===== src/rtl/rr_arb4.sv =====
// rr_arb4: four-requester round-robin arbiter that owns the select of a shared 4:1 mux.
// Define RR_ARB4_TIMEOUT_EN to limit each owner to MAX_HOLD cycles while others wait.
//
// state  | meaning
// -------+-------------------------------------------------
// S_IDLE | no grant active; SEL keeps the last owner index
// S_OWN  | exactly one GNT bit set; LAST holds the owner
module rr_arb4 #(
    parameter int MAX_HOLD = 8
) (
    input  logic       CLK,
    input  logic       RST,
    input  logic [3:0] REQ,
    output logic [3:0] GNT,
    output logic [1:0] SEL,
    output logic       BUSY
);

    typedef enum logic {
        S_IDLE,
        S_OWN
    } state_t;

    state_t     state;
    logic [1:0] last;
    logic [3:0] cand;
    logic [1:0] pick_idx;
    logic       pick_hit;
    logic [1:0] scan_idx;

    if (MAX_HOLD < 2 || MAX_HOLD > 255) begin : g_bad_max_hold
        $error("rr_arb4: MAX_HOLD must be in 2..255");
    end

    // The current owner is masked out, so one search serves release, timeout and idle.
    always_comb begin
        cand     = REQ & ~GNT;
        pick_idx = 2'd0;
        pick_hit = 1'b0;
        scan_idx = 2'd0;
        for (int i = 1; i <= 4; i++) begin
            scan_idx = last + 2'(i);
            if (!pick_hit && cand[scan_idx]) begin
                pick_hit = 1'b1;
                pick_idx = scan_idx;
            end
        end
    end

`ifdef RR_ARB4_TIMEOUT_EN
    localparam logic [7:0] HOLD_END = 8'(MAX_HOLD - 1);
    logic [7:0] hold_cnt;
`endif

    always_ff @(posedge CLK) begin
        if (RST) begin
            state <= S_IDLE;
            GNT   <= 4'b0000;
            SEL   <= 2'd0;
            BUSY  <= 1'b0;
            last  <= 2'd3;
`ifdef RR_ARB4_TIMEOUT_EN
            hold_cnt <= 8'd0;
`endif
        end else begin
            case (state)
                S_IDLE: begin
                    if (pick_hit) begin
                        state <= S_OWN;
                        GNT   <= 4'b0001 << pick_idx;
                        SEL   <= pick_idx;
                        BUSY  <= 1'b1;
                        last  <= pick_idx;
`ifdef RR_ARB4_TIMEOUT_EN
                        hold_cnt <= 8'd0;
`endif
                    end
                end
                S_OWN: begin
                    if (!REQ[last]) begin
                        if (pick_hit) begin
                            GNT  <= 4'b0001 << pick_idx;
                            SEL  <= pick_idx;
                            last <= pick_idx;
                        end else begin
                            state <= S_IDLE;
                            GNT   <= 4'b0000;
                            BUSY  <= 1'b0;
                        end
`ifdef RR_ARB4_TIMEOUT_EN
                        hold_cnt <= 8'd0;
`endif
                    end
`ifdef RR_ARB4_TIMEOUT_EN
                    else if (hold_cnt == HOLD_END) begin
                        // A lone owner keeps the grant; the counter restarts either way.
                        if (pick_hit) begin
                            GNT  <= 4'b0001 << pick_idx;
                            SEL  <= pick_idx;
                            last <= pick_idx;
                        end
                        hold_cnt <= 8'd0;
                    end else begin
                        hold_cnt <= hold_cnt + 8'd1;
                    end
`endif
                end
                default: begin
                    state <= S_IDLE;
                    GNT   <= 4'b0000;
                    BUSY  <= 1'b0;
                end
            endcase
        end
    end

endmodule

===== config.mk =====
export PLATFORM = sky130hd
export DESIGN_NAME = rr_arb4
export DESIGN_NICKNAME = d
export VERILOG_FILES = /design/src/rtl/rr_arb4.sv
export SDC_FILE = /design/constraint.sdc
export NUM_CORES = 1
export LEC_CHECK = 0
export CORE_AREA = 8 8 45 47
export DETAILED_ROUTE_END_ITERATION = 16
export DIE_AREA = 0 0 53 55
export PLACE_DENSITY = 0.71
export SYNTH_ARGS = -nofsm -noshare
export SYNTH_HDL_FRONTEND = slang
export SYNTH_SLANG_ARGS = --single-unit

===== constraint.sdc =====
create_clock -name CLK -period 3 [get_ports CLK]
set_clock_uncertainty 0.15 [all_clocks]
set_input_delay 0.3 -clock CLK [delete_from_list [all_inputs] [get_ports CLK]]
set_output_delay 0.3 -clock CLK [all_outputs]
set_load 0.02 [all_outputs]

# ---- Word-level counts from Yosys, hierarchy flattened
# Cells that the tools add are included.
dict set report classes {
  addsub 3
  order_cmp 4
  bitwise 3
  n_mux 35
  shift 1
  eq_ne 3
  n_reduce_logical 8
}
# op n
set op_table {}
lappend op_table {{$mux W2} 8}
lappend op_table {{$mux W1} 14}
lappend op_table {{$lt A2 B3 Y1 const B} 4}
lappend op_table {{$mux W4} 3}
lappend op_table {{$bmux W1 S2} 5}
lappend op_table {{$pmux W2 S2} 2}
lappend op_table {{$pmux W4 S2} 1}
lappend op_table {{$ne A2 B2 Y1 const B} 3}
lappend op_table {{$add A2 B2 Y2 const B} 2}
lappend op_table {{$and A4 B4 Y4} 1}
lappend op_table {{$not A4 Y4} 1}
lappend op_table {{$pmux W1 S2} 2}
lappend op_table {{$shl A1 B2 Y4 const A} 1}
lappend op_table {{$logic_and A1 B1 Y1} 3}
lappend op_table {{$logic_not A1 Y1} 3}
lappend op_table {{$reduce_and A3 Y1} 1}
lappend op_table {{$add A2 B1 Y2 const B} 1}
lappend op_table {{$reduce_and A2 Y1} 1}
lappend op_table {{$not A1 Y1} 1}
dict set report word_totals {
  output_inout_bits 7
  elab_cells 62
  reg_bits 10
}

# ---- Longest topological paths before layout
dict set report depth {
  depth_word 18
  mapped_depth 8
  ltp_nobuf 8
}

# ---- Worst setup path before layout
# No wires, ideal clock.
dict set report synth_timing {
  path_kind {flip-flop to flip-flop}
  startpoint {register GNT[2]}
  endpoint {register GNT[3]}
  setup_ns 0.092
  t_arrival_ns 1.732
  setup_slack_ns 1.026
  period_less_slack_ns 1.974
  stages_incl_launch_ff 9
  cell_sequence {dfxtp_1 -> nor2b_1 -> or4_4 -> inv_2 -> ha_1 -> inv_1 -> o221ai_1 -> nand2_1 -> o32ai_1}
}
dict set report synth_between {
  elab_chain_cells 18
  word_cells_on_any_way 31
  classes_between {eq/ne (1); shift (1); mux (20); bitwise (2); reduce/logical (7)}
}
# item line_no
set synth_rtl {}
lappend synth_rtl {{from (decl)} 14} ;# output logic [3:0] GNT,
lappend synth_rtl {{from (signal assigned)} 70} ;# GNT <= 4'b0001 << pick_idx;
lappend synth_rtl {{from (signal assigned)} 82} ;# GNT <= 4'b0001 << pick_idx;
lappend synth_rtl {{$not A4 Y4 (*)} 37} ;# cand = REQ & ~GNT;
lappend synth_rtl {{$and A4 B4 Y4 (*)} 37}
lappend synth_rtl {{$bmux W1 S2} 43} ;# if (!pick_hit && cand[scan_idx]) begin
lappend synth_rtl {{$mux W1 (implied by the code)} 43}
lappend synth_rtl {{$mux W1} 43}
lappend synth_rtl {{$logic_not A1 Y1} 43}
lappend synth_rtl {{$logic_and A1 B1 Y1} 43}
lappend synth_rtl {{$mux W1} 43}
lappend synth_rtl {{[2 not listed]} n/a}
lappend synth_rtl {{$mux W1} 43}
lappend synth_rtl {{$logic_not A1 Y1} 43}
lappend synth_rtl {{$logic_and A1 B1 Y1} 43}
lappend synth_rtl {{$mux W2} 43}
lappend synth_rtl {{$shl A1 B2 Y4} {70, 82}}
lappend synth_rtl {{$mux W4} 81} ;# if (pick_hit) begin
lappend synth_rtl {{$mux W4} 80} ;# if (!REQ[last]) begin
lappend synth_rtl {{$pmux W4 S2} 66} ;# case (state)
# Mark *: on every way between the ends. The rest lies on a longest branch, timed or not. The select of a mux whose other input is x is not followed.
# A chain may end at the register's enable or synchronous reset.

# ---- Worst setup path after layout
dict set report layout_timing {
  startpoint {input port REQ[2]}
  endpoint {register GNT[1]}
}
dict set report layout_between {
  elab_chain_cells 17
  word_cells_on_any_way 33
  classes_between {eq/ne (2); shift (1); mux (22); bitwise (1); reduce/logical (7)}
}
# item line_no
set layout_rtl {}
lappend layout_rtl {{from (decl)} 13} ;# input logic [3:0] REQ,
lappend layout_rtl {{$and A4 B4 Y4} 37}
lappend layout_rtl {{$bmux W1 S2} 43}
lappend layout_rtl {{$mux W1 (implied by the code)} 43}
lappend layout_rtl {{$mux W1} 43}
lappend layout_rtl {{$logic_not A1 Y1} 43}
lappend layout_rtl {{$logic_and A1 B1 Y1} 43}
lappend layout_rtl {{$mux W1} 43}
lappend layout_rtl {{$logic_not A1 Y1} 43}
lappend layout_rtl {{$logic_and A1 B1 Y1} 43}
lappend layout_rtl {{$mux W1} 43}
lappend layout_rtl {{$logic_not A1 Y1} 43}
lappend layout_rtl {{$logic_and A1 B1 Y1} 43}
lappend layout_rtl {{$mux W2} 43}
lappend layout_rtl {{$shl A1 B2 Y4} {70, 82}}
lappend layout_rtl {{$mux W4} 81}
lappend layout_rtl {{$mux W4} 80}
lappend layout_rtl {{$pmux W4 S2} 66}
# Several ways; a longest one is shown, not always the timed one. The select of a mux whose other input is x is not followed.

==> flow_metrics.py <==
metrics = {
    "clock_tree": {
        "cts_root_buf": "clkbuf_4",
        "cts_inserted_buffers": 3,
        "cts_max_level": 1,
        "clkSinkCount": 10,
        "clkTransAtPathRegs_ps": 60,
        "clkLatencyLatePin_ps": 250,
        "cts_resized": 0,
        "clk_path_buf_depth": 2,
        "cts_tree": "done",
        "hold_buffers": 0,
        "post-cts-setup-buffer-count": 0,
    },
    "placed_design": {
        "pre_cts_ws_ps": 499.6,
        "dp_hpwl_microns": 1061,
        "port_buffers": 12,
        "place.gp.congestion": 0.8637,
    },
    "synthesis": {
        "synthTopCellsByArea": "dfxtp_1 34%, o221ai_1 6.0%, mux2i_2 4.7%",
        "synth_top_area_share_pct": 34.19,
        "synth-seq-cells": 10,
        "netlist_area_sq_um": 585.6,
        "synth_cell_types": 30,
        "yosysSeqAreaShare_pct": 34.19,
        "yosysTopAreaCell": "dfxtp_1",
        "async_reset_ff_share_pct": 0,
        "yosys_most_used_dff": "dfxtp_1",
        "synth_edf_count": 0,
        "syn_nets": 74,
        "yosys_warnings": 0,
        "syn_area_per_cell_sq_um": 8.740,
        "synthCells": 67,
    },
    "timing": {
        "finalSetupViolCount": 0,
        "slew_violations": 0,
        "timing_hold_violations_final": 0,
        "rsz0062_at_grt": "false",
        "setup_ws_ps": 780.7,
        "holdWs_ps": 332.6,
        "slew_headroom_pct": 69.15,
        "max_freq_mhz": 450.6,
        "tightest_slew_ps": 462.8,
        "final.min_clock_period_ps": 2219,
        "tns_ps": 0,
        "fin_crit_sh_pct": 73.98,
    },
    "critical_path": {
        "crit_path_end": "GNT[1]",
        "worstReg2RegStart": "GNT[2]",
        "start_kind": "primary input",
        "crit_family": "simple AND/OR/NAND/NOR gates",
        "ff2ff_path_depth": 8,
        "timing.rr.end": "GNT[1]",
        "critical_path_depth": 9,
        "critPathLaunch": "REQ[2]",
        "critPathRequiredTime_ps": 3010,
        "crit_fanout": 6,
        "cpMaxStageDelayCell": "or4_4",
        "critPathBufInv": 3,
        "slowest_delay_ps": 590,
        "endpoint_kind": "flip-flop",
        "r2r_setup_slack_ps": 970,
        "crit_type": "in2reg",
        "arrival_ps": 2230,
        "crit_chain": "clkdlybuf4s50_1, nor2b_1, or4_4, inv_2, ha_1, inv_1, o221ai_1, nand2_1, o32ai_1",
    },
    "global_routing": {
        "grt_usage_pct": 10.41,
        "grt_pass1_wl_microns": 2249,
        "overflow": 0,
        "grt_max_degree": 14,
        "antenna_found_initial": 0,
        "grt_pass1_vias": 523,
    },
    "routing": {
        "wl_per_cell_microns": 14.08,
        "drtIter0Drc": 17,
        "vias_per_cell": 5.906,
        "drc_errors": 0,
        "dr.pass1.iters": 4,
        "vias": 567,
        "wl_microns": 1352,
        "ant_nets": 0,
    },
    "pwr": {
        "power_frac_comb_pct": 47.9,
        "clkPwrFrac_pct": 15.3,
        "sw_frac_of_total_pct": 39.43,
        "vdd_ir_drop_max_uv": 328.3,
        "internal_power_mw": 0.3372,
        "p_switching_mw": 0.2195,
        "seqPwrFrac_pct": 36.8,
        "p_per_area_nw_per_um2": 759.2,
        "total_leakage_power_nw": 0.2748,
    },
    "floorplanning": {
        "row_count": 14,
        "core_area_sq_um": 1384,
        "die_w_microns": 53,
        "io_pins": 13,
        "die_h_microns": 55,
        "dieArea_sq_um": 2915,
        "initial_utilization_pct": 42.31,
    },
    "final_layout": {
        "drive_above_1_share_pct": 8.750,
        "area_growth_pct": 25.21,
        "fillers": 138,
        "num_antenna_cells": 0,
        "utilization_pct": 52.98,
        "nets": 89,
    },
    "min_path": {
        "hold_class": "reg2reg",
    },
    "outcome": {
        "status": "finished clean",
    },
    "job": {
        "drv_cap": 0,
    },
}
[power by group through the flow]
| stage | clock (mW) | sequential, mW | combinational [mW] |
|---|---|---|---|
| floorplan | 0 | 0.224 | 0.167 |
| global placement | 0 | 0.208 | 0.265 |
| detailed placement | 0 | 0.208 | 0.266 |
| CTS | 0.0896 | 0.205 | 0.269 |
| global route | 0.0986 | 0.212 | 0.293 |
| finish | 0.0850 | 0.205 | 0.267 |
[cell usage after synthesis, types with 2 or more instances]
library cell / n
dfxtp_1: 10
nand2_1: 6
a21oi_1: 5
inv_1: 4
nor2b_1: 4
o221ai_1: 4
nand2b_1: 3
nand3b_1: 3
o21ai_0: 3
a311oi_1: 2
mux2i_2: 2
o31ai_1: 2
o32ai_1: 2
[tightest hold or removal path: cells and delay by family (launching register included)]
kind,cells,cell delay [ps]
AOI/OAI and AO/OA,2,130
DFF,1,300
[stage by stage]
stage / area [sq um] / std cells / total power, mW
3_5_place_dp: 710.7 / 93 / 0.4742
6_report: 733.2 / 96 / 0.5567
5_1_grt: 733.2 / 96 / 0.6037
3_3_place_gp: 710.7 / 93 / 0.4734
2_1_floorplan: 585.6 / 67 / 0.3908
4_1_cts: 733.2 / 96 / 0.5633
[routing by layer]
metal,vias to the layer above,track usage (%),part of all wire [%]
met3,4,2.139,6.6
met4,0,6.466,1.6
met1,255,12.25,46
met5,-,0,0
met2,19,16.99,46
li1,289,-,-
[cell usage in the layout (no fill, tap or decap)]
cell	netlist	layout
clkdlybuf4s50_1	0	12
dfxtp_1	10	10
nand2_1	6	6
a21oi_1	5	5
inv_1	4	4
nor2b_1	4	4
o221ai_1	4	4
nand2b_1	3	3
nand3b_1	3	3
o21ai_0	3	3
clkbuf_4	0	3
mux2i_2	2	2
o32ai_1	2	2
a311oi_1	2	2
o31ai_1	2	2
or4_4	1	1
inv_2	1	1
a211oi_1	1	1
o32a_1	1	1
and2_1	1	1
o22ai_1	1	1
or3_1	1	1
a211o_1	1	1
o22a_1	1	1
nor2_1	1	1
nor3_1	1	1
a22oi_1	1	1
nand4_1	1	1
mux2i_1	1	1
ha_1	1	1
[registers in the layout, indices dropped and copies added, names as in the netlist]
name,flops
state,1
BUSY,1
last,2
GNT,4
SEL,2
[cell type report]
class	count	area (sq um)	area share, %
clock buffers	3	22.52	3.072
inverters	5	18.77	2.560
multi-input cells	50	351.6	47.95
flip-flops and latches	10	200.2	27.30
well taps	16	20.02	2.730
repair buffers	12	120.1	16.38
[cell families (layout without fill, tap and decap cells)]
family          Yosys count  after routing  share of synthesized area (%)
fa+ha+maj                 1              1                          2.136
buf+inv                   7             20                          5.767
simple gates             22             22                          21.79
compound gates           24             24                          29.70
mux                       3              3                          6.411
flops                    10             10                          34.19
[how the worst min path moves through the flow]
stage,from,endpoint,slack (ps),cells after the start
after detailed placement,SEL[1],SEL[1],320,2
after CTS,SEL[1],SEL[1],340,2
final,SEL[1],SEL[1],330,2
after global routing,BUSY,BUSY,370,2
after global placement,SEL[1],SEL[1],310,2
after floorplan,RST,last[0],340,2
(Power assumes the default switching activity.)
